**config.mk**
```make
export PLATFORM = sky130hd
export DESIGN_NAME = pixel_sequencer
export DESIGN_NICKNAME = d
export VERILOG_FILES = /design/src/rtl/cgia_pkg.sv /design/src/rtl/word_fifo.sv /design/src/rtl/pixel_sequencer.sv
export SDC_FILE = /design/constraint.sdc
export NUM_CORES = 1
export LEC_CHECK = 0
export CAP_MARGIN = 20
export CORE_ASPECT_RATIO = 0.9
export CORE_MARGIN = 1.5
export CORE_UTILIZATION = 57
export CTS_BUF_LIST = sky130_fd_sc_hd__clkbuf_4 sky130_fd_sc_hd__clkbuf_8
export CTS_CLUSTER_DIAMETER = 50
export DETAILED_ROUTE_END_ITERATION = 7
export HOLD_SLACK_MARGIN = 0.08
export PLACE_DENSITY = 0.85
export SYNTH_ARGS = -nofsm -noshare
export SYNTH_HDL_FRONTEND = slang
export SYNTH_SLANG_ARGS = --single-unit
```
**constraint.sdc**
```tcl
create_clock -name dotclk_i -period 5.6 [get_ports dotclk_i]
set_clock_uncertainty 0.05 [all_clocks]
set_input_delay 1.12 -clock dotclk_i [delete_from_list [all_inputs] [get_ports dotclk_i]]
set_output_delay 1.12 -clock dotclk_i [all_outputs]
set_load 0.02 [all_outputs]
```
**src/rtl/cgia_pkg.sv**
```systemverilog
// Shared definitions for the CGIA display pixel path: mode encodings,
// sequencer state type and pixels-per-word helpers.
package cgia_pkg;

  localparam int WORD_W = 16;
  localparam int CNT_W  = 4;

  localparam logic [1:0] MODE_1BPP = 2'b00;
  localparam logic [1:0] MODE_2BPP = 2'b01;
  localparam logic [1:0] MODE_4BPP = 2'b10;
  localparam logic [1:0] MODE_8BPP = 2'b11;

  typedef enum logic [1:0] {
    IDLE   = 2'd0,
    RUN    = 2'd1,
    STARVE = 2'd2
  } seq_state_t;

  // Pixels carried by one 16-bit display word at the given depth.
  function automatic logic [4:0] ppw(input logic [1:0] mode);
    logic [4:0] n;
    case (mode)
      MODE_1BPP: n = 5'd16;
      MODE_2BPP: n = 5'd8;
      MODE_4BPP: n = 5'd4;
      default:   n = 5'd2;
    endcase
    return n;
  endfunction

  // Shift cycles that follow a load: PPW-1, always fits the counter.
  function automatic logic [CNT_W-1:0] shift_count(input logic [1:0] mode);
    logic [4:0] n;
    n = ppw(mode) - 5'd1;
    return n[CNT_W-1:0];
  endfunction

endpackage

```
**src/rtl/word_fifo.sv**
```systemverilog
// Small synchronous word FIFO between the fetch unit and the sequencer.
// The head is read combinationally so a load can latch it on the same edge
// that pops it; a pushed word is never visible at the head before the next
// edge. Flush clears everything and discards a same-cycle push.
module word_fifo
  import cgia_pkg::*;
#(
  parameter int DEPTH = 2
) (
  input  logic              clk,
  input  logic              rst,
  input  logic              flush,
  input  logic              push,
  input  logic              pop,
  input  logic [WORD_W-1:0] wdat,
  output logic [WORD_W-1:0] head,
  output logic              full,
  output logic              empty
);

  localparam int AW = (DEPTH > 1) ? $clog2(DEPTH) : 1;

  logic [WORD_W-1:0] mem [DEPTH];
  logic [AW-1:0]     wr_ptr;
  logic [AW-1:0]     rd_ptr;
  logic [AW:0]       count;
  logic              do_push;
  logic              do_pop;

  assign full    = (count == (AW+1)'(DEPTH));
  assign empty   = (count == '0);
  assign do_push = push & ~full & ~flush;
  assign do_pop  = pop & ~empty;
  assign head    = mem[rd_ptr];

  // Pointer and occupancy tracking; flush overrides push and pop.
  always_ff @(posedge clk or posedge rst) begin
    if (rst) begin
      wr_ptr <= '0;
      rd_ptr <= '0;
      count  <= '0;
    end else if (flush) begin
      wr_ptr <= '0;
      rd_ptr <= '0;
      count  <= '0;
    end else begin
      if (do_push) wr_ptr <= wr_ptr + AW'(1);
      if (do_pop)  rd_ptr <= rd_ptr + AW'(1);
      case ({do_push, do_pop})
        2'b10:   count <= count + (AW+1)'(1);
        2'b01:   count <= count - (AW+1)'(1);
        default: count <= count;
      endcase
    end
  end

  // Storage array; contents need no reset because occupancy gates the reads.
  always_ff @(posedge clk) begin
    if (do_push) mem[wr_ptr] <= wdat;
  end

endmodule

```
**src/rtl/pixel_sequencer.sv**
```systemverilog
// Feeds the CGIA shift register: buffers display words and issues one load
// followed by PPW-1 shift strobes per word at the depth latched at the load.
//
//   state  | meaning
//   -------+-------------------------------------------------------------
//   IDLE   | blanking / disabled, strobes quiet
//   RUN    | a word is in the shift register, cnt shifts still to go
//   STARVE | display active but no word was available; load on arrival
module pixel_sequencer
  import cgia_pkg::*;
#(
  parameter int BUF_DEPTH = 2
) (
  input  logic              dotclk_i,
  input  logic              reset_i,
  input  logic              enable_i,
  input  logic              flush_i,
  input  logic [1:0]        mode_i,
  input  logic [WORD_W-1:0] wdat_i,
  input  logic              wvalid_i,
  output logic              wready_o,
  output logic [WORD_W-1:0] dat_o,
  output logic              load_o,
  output logic              shift1_o,
  output logic              shift2_o,
  output logic              shift4_o,
  output logic              shift8_o,
  output logic              underrun_o
);

  seq_state_t        state_q, state_d;
  logic [CNT_W-1:0]  cnt_q, cnt_d;
  logic [1:0]        mode_q, mode_d;
  logic [WORD_W-1:0] dat_d;
  logic              load_d, sh1_d, sh2_d, sh4_d, sh8_d, und_d;
  logic              start_load;

  logic              fifo_full;
  logic              fifo_empty;
  logic [WORD_W-1:0] fifo_head;
  logic              fifo_push;

  assign wready_o  = ~fifo_full & ~reset_i;
  assign fifo_push = wvalid_i & wready_o;

  word_fifo #(.DEPTH(BUF_DEPTH)) u_fifo (
    .clk   (dotclk_i),
    .rst   (reset_i),
    .flush (flush_i),
    .push  (fifo_push),
    .pop   (load_d),
    .wdat  (wdat_i),
    .head  (fifo_head),
    .full  (fifo_full),
    .empty (fifo_empty)
  );

  // Next state, counter and next-cycle strobe values.
  always_comb begin
    state_d    = state_q;
    cnt_d      = cnt_q;
    mode_d     = mode_q;
    dat_d      = dat_o;
    load_d     = 1'b0;
    sh1_d      = 1'b0;
    sh2_d      = 1'b0;
    sh4_d      = 1'b0;
    sh8_d      = 1'b0;
    und_d      = 1'b0;
    start_load = 1'b0;

    if (!enable_i) begin
      state_d = IDLE;
      cnt_d   = '0;
    end else begin
      case (state_q)
        IDLE: begin
          if (!fifo_empty) start_load = 1'b1;
          else             state_d    = STARVE;
        end
        RUN: begin
          if (cnt_q != '0) begin
            cnt_d = cnt_q - CNT_W'(1);
            case (mode_q)
              MODE_1BPP: sh1_d = 1'b1;
              MODE_2BPP: sh2_d = 1'b1;
              MODE_4BPP: sh4_d = 1'b1;
              default:   sh8_d = 1'b1;
            endcase
          end else if (!fifo_empty) begin
            start_load = 1'b1;
          end else begin
            und_d   = 1'b1;
            state_d = STARVE;
          end
        end
        STARVE: begin
          if (!fifo_empty) start_load = 1'b1;
        end
        default: state_d = IDLE;
      endcase
    end

    // A load takes the head word and re-samples the pixel depth.
    if (start_load) begin
      load_d  = 1'b1;
      dat_d   = fifo_head;
      mode_d  = mode_i;
      cnt_d   = shift_count(mode_i);
      state_d = RUN;
    end
  end

  // State, counter and registered outputs; reset aborts any word in flight.
  always_ff @(posedge dotclk_i or posedge reset_i) begin
    if (reset_i) begin
      state_q    <= IDLE;
      cnt_q      <= '0;
      mode_q     <= MODE_1BPP;
      dat_o      <= '0;
      load_o     <= 1'b0;
      shift1_o   <= 1'b0;
      shift2_o   <= 1'b0;
      shift4_o   <= 1'b0;
      shift8_o   <= 1'b0;
      underrun_o <= 1'b0;
    end else begin
      state_q    <= state_d;
      cnt_q      <= cnt_d;
      mode_q     <= mode_d;
      dat_o      <= dat_d;
      load_o     <= load_d;
      shift1_o   <= sh1_d;
      shift2_o   <= sh2_d;
      shift4_o   <= sh4_d;
      shift8_o   <= sh8_d;
      underrun_o <= und_d;
    end
  end

endmodule

```
Word-level counts from Yosys, hierarchy flattened
Memory sizes are Yosys's and may differ from the RTL's. A register that Yosys moved wholly into a read port is not among the register bits.
Cells that the tools add are included.

operators by class
  add/sub/neg operators = 6
  equality and inequality tests = 13
  multiplexer cells = 44
  bitwise operators = 9
  reductions and logical operators = 12

operators by type and width
  cell                                                                 number
  1-bit 2-to-1 mux                                                     30
  4-bit 2-to-1 mux                                                     5
  4-bit one-hot mux with 3 select lines                                1
  2-bit == test (second input constant)                                5
  2-bit 2-to-1 mux                                                     5
  2-bit by 1-bit == test with 1-bit output (second input constant)     4
  2-bit zero test                                                      4
  4-bit by 1-bit subtractor with 4-bit output (second input constant)  2
  3-bit by 1-bit != test with 1-bit output (second input constant)     2
  2-bit one-hot mux with 3 select lines                                1
  1-bit bitwise AND                                                    5
  4-bit != test (second input constant)                                1
  1-bit inverter                                                       4
  2-bit one-hot mux with 2 select lines                                1
  2-bit AND reduction                                                  2
  2-bit nonzero test                                                   2
  4-bit nonzero test                                                   1
  3-bit != test (second input constant)                                1
  3-bit nonzero test                                                   1
  3-bit OR reduction                                                   1
  1-bit adder (second input constant)                                  2
  2-bit by 1-bit adder with 2-bit output (second input constant)       1
  1-bit one-hot mux with 2 select lines                                1
  2-bit OR reduction                                                   1
  2-bit by 1-bit subtractor with 2-bit output (second input constant)  1

storage, ports and cells
  register bits = 18
  bits in writable memories = 32
  input port bits = 23
  output and inout bits = 23
  logic and storage cells = 97
  memories kept = 1

memory list
  name        words  width  rd ports  clocked after Yosys merged registers in  wr ports  RTL line         text
  u_fifo.mem  2      16     1         1                                        1         word_fifo.sv:23  logic [WORD_W-1:0] mem [DEPTH];

Logic depth before layout (Yosys ltp)
Gate-level depths: netlist (run 1).

  depth after elaboration = 10
  mapped depth = 7
  depth with buffers taken out = 6

Modules after synthesis
A second synthesis (run 1) with hierarchy kept.

second synthesis, totals
  cell total of the unflattened synthesis = 172
  area, all modules = 2698.8 sq um

modules (own cells, without submodules)
  module           times used  cells an instance  area each (sq um)  sequential area each (sq um)
  word_fifo        1           77                 1387.6             1061.0
  pixel_sequencer  1           95                 1311.3             750.7

Least setup slack after synthesis (run 1)
Ideal clock, no wire load.

  path kind = input port to flip-flop
  from = input port reset_i
  to = memory u_fifo.mem[0][0], enable pin
  setup time = 0.430 ns
  arrival time = 3.195 ns
  required time = 5.120 ns
  setup slack = 1.924 ns
  stages on the path = 2
  path buffers = 0
  cell sequence = nor2_1 -> nor4bb_1

between the ends
  word-level cells in the longest chain between the ends = 7

ends and longest elaborated chain
  item                                    RTL line               text
  start, declared                         pixel_sequencer.sv:15  input logic reset_i,
  1-bit inverter                          pixel_sequencer.sv:43  assign wready_o = ~fifo_full & ~reset_i;
  1-bit bitwise AND                       pixel_sequencer.sv:43
  1-bit bitwise AND                       pixel_sequencer.sv:44  assign fifo_push = wvalid_i & wready_o;
  1-bit bitwise AND (2 in series)         word_fifo.sv:32        assign do_push = push & ~full & ~flush;
  1-bit 2-to-1 mux                        word_fifo.sv:59        if (do_push) mem[wr_ptr] <= wdat;
  1-bit 2-to-1 mux (implied by the code)  word_fifo.sv:59
  end, declared                           word_fifo.sv:23

Every way passes these cells.

Final worst setup path (run 1)
  from = input port reset_i
  to = output port wready_o

between the ends
  word-level cells in the longest chain between the ends = 2

ends and longest elaborated chain
  item               RTL line               text
  1-bit inverter     pixel_sequencer.sv:43
  1-bit bitwise AND  pixel_sequencer.sv:43
  end, declared      pixel_sequencer.sv:21  output logic wready_o,

Every way passes these cells.

==> results of run 1 <==
## power by group through the flow
stage               Clock (mW)  Combinational, mW  Sequential [mW]
CTS                      0.383              0.416            0.664
floorplan                    0              0.176            0.722
global placement             0              0.399            0.671
global route             0.404              0.449            0.676
finish                   0.375              0.413            0.665
detailed placement           0              0.410            0.672
## logic make-up (layout without fill, tap and decap cells)
group | Yosys count | count (layout)
AO/OA/AOI/OAI | 42 | 42
multiplexers | 17 | 17
flip-flops | 66 | 66
buffers and inverters | 14 | 71
adder cells (fa/ha/maj) | 1 | 1
XOR/XNOR | 2 | 2
AND/OR/NAND/NOR | 48 | 48
## worst max-delay path, stage by stage
cell	delay, ps
clkdlybuf4s50_1	450
nor2_1	230
clkdlybuf4s50_1	650
## how the worst max path moves through the flow
stage / to / slack (ps) / depth (start not counted)
floorplan: u_fifo.mem[0][0]$_DFFE_PP_ / 1920 / 2
global placement: wready_o / 2060 / 3
global route: wready_o / 1880 / 3
detailed placement: wready_o / 2000 / 3
CTS: wready_o / 1970 / 3
finish: wready_o / 1980 / 3
## sequential cells by signal, summed over array words and instances, names as in the netlist
name	cells
cnt_q	4
shift4_o	1
shift2_o	1
load_o	1
u_fifo.mem	32
u_fifo.wr_ptr	1
underrun_o	1
shift8_o	1
u_fifo.count	2
shift1_o	1
u_fifo.rd_ptr	1
mode_q	2
dat_o	16
state_q	2
## per-layer routing
layer | GRT usage | wire, um | vias up
met4 | 0.0856 | 76 | 0
met3 | 0.0908 | 288 | 7
li1 | - | - | 794
met2 | 0.350 | 2530 | 59
met1 | 0.261 | 1990 | 798
met5 | 0 | 0 | -
## cell type report
| type | instances | area, um2 | share of cell area |
|---|---|---|---|
| inverter | 7 | 26.3 | 0.00792 |
| clock buffer | 12 | 146 | 0.0441 |
| sequential | 66 | 1810 | 0.546 |
| tap | 62 | 77.6 | 0.0234 |
| timing repair buffer | 48 | 477 | 0.144 |
| multi-input combinational | 110 | 736 | 0.222 |
| clock inverter | 4 | 42.5 | 0.0128 |
## placed cells by master, fill, tap and decap left out, types with 2 or more instances in the layout
cell | synthesis | layout
clkbuf_8 | 0 | 9
nand3_1 | 2 | 2
nor2_1 | 20 | 20
clkdlybuf4s50_1 | 0 | 45
edfxtp_1 | 32 | 32
clkinv_1 | 0 | 2
dfrtp_1 | 34 | 34
mux2i_1 | 17 | 17
o21ai_0 | 6 | 6
nand2_1 | 4 | 4
or3_1 | 2 | 2
o21bai_1 | 2 | 2
a21oi_1 | 26 | 26
clkbuf_4 | 0 | 3
nor2b_1 | 3 | 3
buf_4 | 1 | 2
nand2b_1 | 2 | 2
nor3_1 | 4 | 4
nor4bb_1 | 3 | 2
inv_1 | 7 | 7
nor4b_1 | 2 | 2
## through the flow
step                      worst slack [ps]  cell area [um2]  total power, mW
after detailed placement              2000             3120             1.08
final                                 1980             3320             1.45
after floorplan                       1920             2590            0.898
after global placement                2060             3120             1.07
after CTS                             1970             3310             1.46
after global routing                  1880             3320             1.53
==> metrics.md, run 1 <==
| Metric | Value |
|---|---|
| Crit path max fanout | `4` |
| Die width | `roughly 74 um` |
| Hold_buf cts | `0` |
| Largest family of logic cells by synthesized area | `simple AND/OR/NAND/NOR gates` |
| Worst Setup SP | `reset_i` |
| Post-detailed-route count of antenna-violating nets | `0` |
| Hold depth | `1` |
| Mux contribution to synthesized area | `0.0656` |
| Simple logic cell fraction of the synthesized area | `0.102` |
| ANT cells | `0` |
| Fillcell total | `294` |
| Post-Syn Area | `2590 um2` |
| Synth cell types | `36` |
| Final hold violation count | `0` |
| Grt ovf | `0` |
| Core Area | `4400 um2` |
| Clock share of power | `0.258` |
| Num Clock Sinks | `66` |
| Io pins | `46` |
| Max Cap Violations | `0` |
| Reg2reg start | `cnt_q[0]$_DFFE_PP0P_` |
| DR pass1 iterations | `4` |
| Fin crit period | `3620 ps` |
| Final setup fails | `0` |
| Pint | `1.01 mW` |
| Hold Startpoint | `mode_q[0]$_DFFE_PP0N_` |
| RSZ-0062 raised after global routing | `false` |
| Synth area leaders | `edfxtp_1 37%, dfrtp_1 33%, mux2i_1 6.6%, a21oi_1 5.0%, nor2_1 2.9%` |
| Top-count cell post-synth | `dfrtp_1` |
| Post-CTS Resized | `0` |
| Comb power frac | `0.285` |
| Worst reg2reg path depth | `7` |
| Worst Path Arrival | `2450 ps` |
| Routed len/inst | `~16 um` |
| Final period util | `0.646` |
| Synth warn | `0` |
| CTS Buf Count | `9` |
| First-pass GRT wire length | `between 7 and 8 mm` |
| Adder-Cell Fraction of Synth Area | `0.00483` |
| Endpoint class of the critical path | `output port` |
| NetSw | `0.441 mW` |
| Initial drt markers | `81` |
| Maximum operating frequency | `0.276 GHz` |
| Required @ worst endpoint | `4430 ps` |
| IO Port Bufs | `45` |
| Routed vias/inst | `5.37` |
| Clock slew at reported path FFs | `around 60 ps` |
| Layout cells sized above 1 | `0.0850` |
| Final HPWL DP | `3.05 mm` |
| DR vias | `1658` |
| Drt drc | `0` |
| Die Footprint | `4960 um2` |
| Syn nets | `214` |
| Peak supply drop | `between 200 and 300 uV` |
| Max Root-Sink Buffers | `2` |
| Worst slew pin tran | `just over 900 ps` |
| Most frequent cells after synthesis | `34 x dfrtp_1, 32 x edfxtp_1, 26 x a21oi_1` |
| Main synth FF type | `dfrtp_1` |
| Critical R2R Capture | `u_fifo.count[1]$_DFFE_PP0P_` |
| Leading area contributor after synthesis | `edfxtp_1` |
| Dpl cells | `292` |
| Final wirelength | `around 4.9 mm` |
| Fin. max-slew vios | `0` |
| R2R Setup Slk | `2840 ps` |
| Tot GR Track Use | `0.219` |
| Synth-to-layout area growth | `27.9%` |
| Critical path class | `in2out` |
| Post-synth EDFFs | `32` |
| Sw Ratio | `0.303` |
| Final cell count without fillers | `309` |
| Initial Utilization | `0.589` |
| Post-CTS Setup Bufs | `0` |
| Initial antenna violation count | `0` |
| Hold WS | `around 410 ps` |
| Fraction of registers with async set/reset | `0.515` |
| Fin nets | `266` |
| CP Launch Type | `primary input` |
| Lkg Pwr | `about 1.2 nW` |
| Root buf cell | `clkbuf_8` |
| Max transition margin | `0.388` |
| Compound-Gate Fraction of Synth Area | `0.0985` |
| Number of global-route vias before repair | `around 1.6k` |
| Clock Latency Late Sink | `330 ps` |
| PD cells | `438 nW/um2` |
| Fin util | `0.753` |
| Post-synthesis xor/xnor area fraction | `0.00676` |
| Status | `finished clean` |
| Top cell type's share of synthesized area | `0.371` |
| Post-synthesis sequential area ratio | `0.699` |
| H-tree depth | `3` |
| Sequential group share of total power | `0.457` |
| Final GP Congestion | `0.838` |
| CTS tree | `built` |
| End of the worst hold path | `shift1_o$_DFF_PP0_` |
| FP Rows | `23` |
| Cell count after synthesis | `190` |
| Die Y | `67.0 um` |
| Setup TNS | `0 ps` |
| Min-delay worst type | `reg2reg` |
| Largest net degree at the start of global routing | `35` |
| Synth Register Bits | `66` |
| Synth Area per Inst | `13.6 um2` |
Note: power is estimated with default switching activity, not from simulation.
==> inputs of run 2 (changes only) <==
--- a/config.mk
+++ b/config.mk
@@ -8,12 +8,12 @@
 export CAP_MARGIN = 20
 export CORE_ASPECT_RATIO = 0.9
 export CORE_MARGIN = 1.5
-export CORE_UTILIZATION = 57
+export CORE_UTILIZATION = 54
 export CTS_BUF_LIST = sky130_fd_sc_hd__clkbuf_4 sky130_fd_sc_hd__clkbuf_8
 export CTS_CLUSTER_DIAMETER = 50
 export DETAILED_ROUTE_END_ITERATION = 7
 export HOLD_SLACK_MARGIN = 0.08
-export PLACE_DENSITY = 0.85
+export PLACE_DENSITY = 0.82
 export SYNTH_ARGS = -nofsm -noshare
 export SYNTH_HDL_FRONTEND = slang
 export SYNTH_SLANG_ARGS = --single-unit
==> constraint.sdc (replaced) <==
create_clock -name dotclk_i -period 3.7 [get_ports dotclk_i]
set_clock_uncertainty 0.05 [all_clocks]
set_input_delay 0.74 -clock dotclk_i [delete_from_list [all_inputs] [get_ports dotclk_i]]
set_output_delay 0.74 -clock dotclk_i [all_outputs]
set_load 0.02 [all_outputs]
==> run 2 against run 1 <==
Effect of this change: wire length shrank 9.1%; register-to-register slack worse by 1300 ps; flip-flop and latch count is the same; via count decreased by 0.60%; final cell count is 0.32% higher; critical endpoint unchanged; clock power rose by 61%; critical path type unchanged; core utilization decreased by 1.9 points; design area rose by 0.72%; largest power group unchanged; global-route usage fell by 3.6 points; worst setup slack worse by 1100 ps.
==> metrics.md, run 2 (synthesis gave the netlist of run 1 again) <==
| Metric | Value |
|---|---|
| Largest net degree at the start of global routing | `35` |
| First-pass GRT wire length | `7.00 mm` |
| Die Y | `68.7 um` |
| Largest regs | `u_fifo.mem: 32 flops, dat_o: 16 flops, cnt_q: 4 flops` |
| Post-detailed-route count of antenna-violating nets | `0` |
| Routed vias/inst | `5.32` |
| CTS tree | `built` |
| Final period util | `0.754` |
| PD cells | `665 nW/um2` |
| Largest register FFs | `32` |
| ANT cells | `0` |
| Setup ws final | `between 900 and 1000 ps` |
| Critical path class | `in2out` |
| Num Clock Sinks | `66` |
| Core Area | `roughly 4500 um2` |
| Fin util | `0.735` |
| Initial antenna violation count | `0` |
| Largest register by flop count | `u_fifo.mem` |
| Maximum operating frequency | `roughly 0.36 GHz` |
| Required @ worst endpoint | `roughly 2900 ps` |
| Crit path max fanout | `4` |
| Final wirelength | `4.45 mm` |
| Final HPWL DP | `3.04 mm` |
| Number of global-route vias before repair | `1529` |
| Die Footprint | `5230 um2` |
| R2R Setup Slk | `1520 ps` |
| Max Cap Violations | `0` |
| RSZ-0062 raised after global routing | `false` |
| Dpl cells | `294` |
| Status | `finished clean` |
| Most frequent cells in the layout | `45 x clkdlybuf4s50_1, 34 x dfrtp_1, 32 x edfxtp_1` |
| Final setup fails | `0` |
| Final cell count without fillers | `a little over 300` |
| CTS Buf Count | `9` |
| Grt ovf | `0` |
| Min-delay worst type | `reg2reg` |
| Root buf cell | `clkbuf_8` |
| Hold_buf cts | `0` |
| CP Launch Type | `primary input` |
| Fin crit period | `2790 ps` |
| Worst slew pin tran | `919 ps` |
| Max transition margin | `0.388` |
| Synth-to-layout area growth | `28.9%` |
| Peak supply drop | `456 uV` |
| DR pass1 iterations | `4` |
| Layout cells sized above 1 | `0.0968` |
| Drt drc | `0` |
| Endpoint class of the critical path | `output port` |
| FP Rows | `23` |
| Tot GR Track Use | `0.183` |
| Lkg Pwr | `1.25 nW` |
| Clock slew at reported path FFs | `about 60 ps` |
| Clock Latency Late Sink | `330 ps` |
| Final GP Congestion | `about 0.89` |
| Io pins | `46` |
| Fin nets | `267` |
| Initial drt markers | `33` |
| Pre-CTS WS | `900 ps` |
| DR vias | `1648` |
| Max Root-Sink Buffers | `2` |
| Initial Utilization | `0.570` |
| H-tree depth | `3` |
| Worst Path Arrival | `2000 ps` |
| Post-CTS Resized | `0` |
| Fin. max-slew vios | `0` |
| Setup TNS | `0 ps` |
| Commonest non-fill, non-tap cell in the layout | `clkdlybuf4s50_1` |
| Routed len/inst | `14.4 um` |
| IO Port Bufs | `45` |
| Final hold violation count | `0` |
| Die width | `76.0 um` |
| Post-CTS Setup Bufs | `0` |
[run 2: cell types whose count changed in the layout (fill, tap and decap cells not counted)]
cell,delta
buf_4,+2
clkinvlp_4,+2
clkinv_1,-2
buf_6,-1
clkbuf_8,+2
clkbuf_4,-2
[run 2: final timing paths]
check / endpoint / startpoint / cells after the start
max reg2reg: u_fifo.count[1]$_DFFE_PP0P_ / cnt_q[0]$_DFFE_PP0P_ / 7
min: shift4_o$_DFF_PP0_ / mode_q[0]$_DFFE_PP0N_ / 1
max in group asynchronous: dat_o[10]$_DFFE_PP0N_ / reset_i / 3
min reg2reg: shift4_o$_DFF_PP0_ / mode_q[0]$_DFFE_PP0N_ / 1
min in group asynchronous: dat_o[1]$_DFFE_PP0N_ / reset_i / 3
max: wready_o / reset_i / 3
[run 2: per-layer routing]
layer	vias to the layer above	track usage	share of wire
met5	-	0	0
met2	45	0.330	0.50
met3	5	0.0684	0.048
met4	0	0.0625	0.0079
met1	793	0.206	0.44
li1	805	-	-
[run 2: where the power goes]
part | switching [mW] | total, mW | internal [mW] | leakage [nW]
Combinational | 0.312 | 0.618 | 0.306 | 0.444
Sequential | 0.105 | 1.00 | 0.899 | 0.707
Clock | 0.248 | 0.602 | 0.354 | 0.102
[run 2: cell type report]
class,instances,area (um2)
Tap cell,62,77.6
Multi-Input combinational cell,110,736
Clock inverter,4,50.0
Clock buffer,12,159
Sequential cell,66,1810
Timing Repair Buffer,49,480
Inverter,7,26.3
Fill cell,333,1210
[run 2: metrics by stage]
step	area, um2	total power [mW]	hold WS [ps]
detailed placement	3130	1.64	395
floorplan	2590	1.36	382
finish	3340	2.22	408
global placement	3130	1.62	393
global route	3340	2.35	433
CTS	3340	2.25	406
[run 2: critical path, stage by stage]
cell and delay [ps]:
clkdlybuf4s50_1 440, nor2_1 180, clkdlybuf4s50_1 630
==> inputs of run 3 (changes only) <==
--- a/config.mk
+++ b/config.mk
@@ -8,12 +8,12 @@
 export CAP_MARGIN = 20
 export CORE_ASPECT_RATIO = 0.9
 export CORE_MARGIN = 1.5
-export CORE_UTILIZATION = 54
+export CORE_UTILIZATION = 49
 export CTS_BUF_LIST = sky130_fd_sc_hd__clkbuf_4 sky130_fd_sc_hd__clkbuf_8
 export CTS_CLUSTER_DIAMETER = 50
 export DETAILED_ROUTE_END_ITERATION = 7
 export HOLD_SLACK_MARGIN = 0.08
-export PLACE_DENSITY = 0.82
+export PLACE_DENSITY = 0.78
 export SYNTH_ARGS = -nofsm -noshare
 export SYNTH_HDL_FRONTEND = slang
 export SYNTH_SLANG_ARGS = --single-unit
==> constraint.sdc (replaced) <==
create_clock -name dotclk_i -period 2.4 [get_ports dotclk_i]
set_clock_uncertainty 0.05 [all_clocks]
set_input_delay 0.48 -clock dotclk_i [delete_from_list [all_inputs] [get_ports dotclk_i]]
set_output_delay 0.48 -clock dotclk_i [all_outputs]
set_load 0.02 [all_outputs]
==> run 3 against run 2 <==
Effect of this change: first-iteration DRC count up 70%; critical path depth is the same; clock power increased by 78%; critical path type unchanged; flip-flop and latch count did not move; highest routed layer unchanged; final cell count is 2.3% higher; via count is 0.18% lower; clock-buffer cell count grew 2; register-to-register slack got worse by 1300 ps; worst setup slack got worse by 800 ps.
==> metrics.md, run 3 (synthesis gave the netlist of run 1 again) <==
| Metric | Value |
|---|---|
| RSZ-0062 raised after global routing | `false` |
| Setup TNS | `0 ps` |
| Final hold violation count | `0` |
| Root buf cell | `clkbuf_8` |
| Clock Latency Late Sink | `330 ps` |
| Hold_buf cts | `0` |
| First-pass GRT wire length | `7.58 mm` |
| Reg2reg start | `cnt_q[0]$_DFFE_PP0P_` |
| Sequential group share of total power | `0.428` |
| CP max stage delay | `640 ps` |
| Sw Ratio | `0.285` |
| Delay-heaviest family, CP | `buffers and inverters` |
| Layout cells sized above 1 | `0.111` |
| Worst slew pin tran | `approximately 480 ps` |
| Crit path max fanout | `4` |
| Hold WS | `408 ps` |
| Worst Setup SP | `reset_i` |
| Total power | `3.59 mW` |
| Endpoint class of the critical path | `output port` |
| Initial Utilization | `0.523` |
| Required @ worst endpoint | `1870 ps` |
| Max Cap Violations | `0` |
| Largest net degree at the start of global routing | `35` |
| Commonest non-fill, non-tap cell in the layout | `clkdlybuf4s50_1` |
| Critical Path Sink | `wready_o` |
| Max transition margin | `0.681` |
| DP Area | `~3200 um2` |
| Die width | `79.7 um` |
| FP Rows | `24` |
| Drt drc | `0` |
| Crit-path cells | `clkdlybuf4s50_1 > nor2_1 > clkdlybuf4s50_1` |
| Lkg Pwr | `1.30 nW` |
| Routed len/inst | `~14 um` |
| Post-CTS Resized | `0` |
| Levels on crit path | `3` |
| Worst Path Arrival | `about 1800 ps` |
| Fin crit period | `2290 ps` |
| CP Launch Type | `primary input` |
| Io pins | `between 40 and 50` |
| Status | `finished clean` |
| Clock slew at reported path FFs | `60 ps` |
| Largest register FFs | `32` |
| Most frequent cells in the layout | `45 x clkdlybuf4s50_1, 34 x dfrtp_1, 32 x edfxtp_1` |
| PD cells | `about 1100 nW/um2` |
| Maximum operating frequency | `0.436 GHz` |
| Initial antenna violation count | `0` |
| Max Root-Sink Buffers | `2` |
| Final period util | `0.956` |
| Min-delay worst type | `reg2reg` |
| Post-detailed-route count of antenna-violating nets | `0` |
| Fin. max-slew vios | `0` |
| ANT cells | `0` |
| Number of global-route vias before repair | `1655` |
| DR pass1 iterations | `4` |
| Final wirelength | `around 4.6 mm` |
| IO Port Bufs | `45` |
| Finished Cell Area | `3420 um2` |
| Routed vias/inst | `between 5 and 6` |
| Critical path class | `in2out` |
| Final GP Congestion | `~0.84` |
| Clock share of power | `0.298` |
| Tot GR Track Use | `0.181` |
| H-tree depth | `3` |
| Die Footprint | `5740 um2` |
| CTS tree | `built` |
| Final setup fails | `0` |
| Synth-to-layout area growth | `31.9%` |
| Critical R2R Capture | `u_fifo.count[1]$_DFFE_PP0P_` |
| Crit-path slowest cell | `clkdlybuf4s50_1` |
| CTS Buf Count | `9` |
| Fin nets | `271` |
| Die Y | `just over 70 um` |
| R2R Setup Slk | `240 ps` |
| NetSw | `1.02 mW` |
| Grt ovf | `0` |
| Critical path buffer and inverter count | `2` |
| Post-CTS Setup Bufs | `0` |
| Initial drt markers | `56` |
| Largest register by flop count | `u_fifo.mem` |
| Worst reg2reg path depth | `7` |
| Largest regs | `u_fifo.mem: 32 flops, dat_o: 16 flops, cnt_q: 4 flops` |
| Final HPWL DP | `3.00 mm` |
| Peak supply drop | `787 uV` |
| DR vias | `1645` |
| Crit path top cell by count | `clkdlybuf4s50_1` |
| Pint | `~2.6 mW` |
| Num Clock Sinks | `66` |
| Core Area | `4950 um2` |
| Comb power frac | `0.274` |
==> run 3: changes by cell type in the layout (fill, tap and decap cells not counted) <==
cell	change
bufinv_16	+1
buf_4	+3
clkbuf_4	+1
clkinvlp_4	-2
buf_12	+1
clkinv_2	-1
clkbuf_8	+1
==> run 3: layout make-up <==
class | instances | area [um2]
fill | 367 | 1540
clock inverter | 2 | 60.1
tap | 65 | 81.3
inverter | 7 | 26.3
sequential | 66 | 1810
timing repair buffer | 53 | 523
multi-input combinational | 110 | 736
clock buffer | 14 | 180
==> run 3: layer usage <==
layer | vias to the layer above | part of all wire | wire length [um] | GRT usage
met5 | - | 0 | 0 | 0
met4 | 0 | 0.013 | 58 | 0.0604
met2 | 39 | 0.50 | 2300 | 0.297
li1 | 809 | - | - | -
met1 | 789 | 0.43 | 1960 | 0.216
met3 | 8 | 0.057 | 262 | 0.0780
==> run 3: worst min path at each step <==
stage                                startpoint  slack (ps)  depth (start not counted)                 end
after floorplan           mode_q[0]$_DFFE_PP0N_         380                          1  shift1_o$_DFF_PP0_
after global placement    mode_q[0]$_DFFE_PP0N_         390                          1  shift1_o$_DFF_PP0_
after detailed placement  mode_q[0]$_DFFE_PP0N_         400                          1  shift4_o$_DFF_PP0_
after CTS                 mode_q[0]$_DFFE_PP0N_         410                          1  shift4_o$_DFF_PP0_
after global routing      mode_q[0]$_DFFE_PP0N_         430                          1  shift4_o$_DFF_PP0_
final                     mode_q[0]$_DFFE_PP0N_         410                          1  shift4_o$_DFF_PP0_
==> run 3: power groups by stage <==
stage	combinational (mW)	clock, mW	sequential [mW]
after global placement	0.971	0	1.56
after global routing	1.07	1.14	1.57
after CTS	0.994	1.10	1.54
final	0.985	1.07	1.54
after floorplan	0.414	0	1.68
after detailed placement	0.988	0	1.56
==> run 3: worst reg2reg max path, stage by stage, from the launching register on <==
cell,delay [ps]
dfrtp_1,420
inv_1,90
ha_1,220
or4b_4,520
a211oi_4,330
buf_12,210
o21bai_1,130
a21oi_1,80
==> run 3: per-stage QoR <==
| step | util | setup slack (ps) | cells |
|---|---|---|---|
| 3_5_place_dp | 0.641 | 111 | 301 |
| 2_1_floorplan | - | 268 | 190 |
| 4_1_cts | 0.690 | 102 | 317 |
| 5_1_grt | 0.690 | 22.6 | 317 |
| 3_3_place_gp | 0.641 | 137 | 301 |
| 6_report | 0.690 | 106 | 317 |
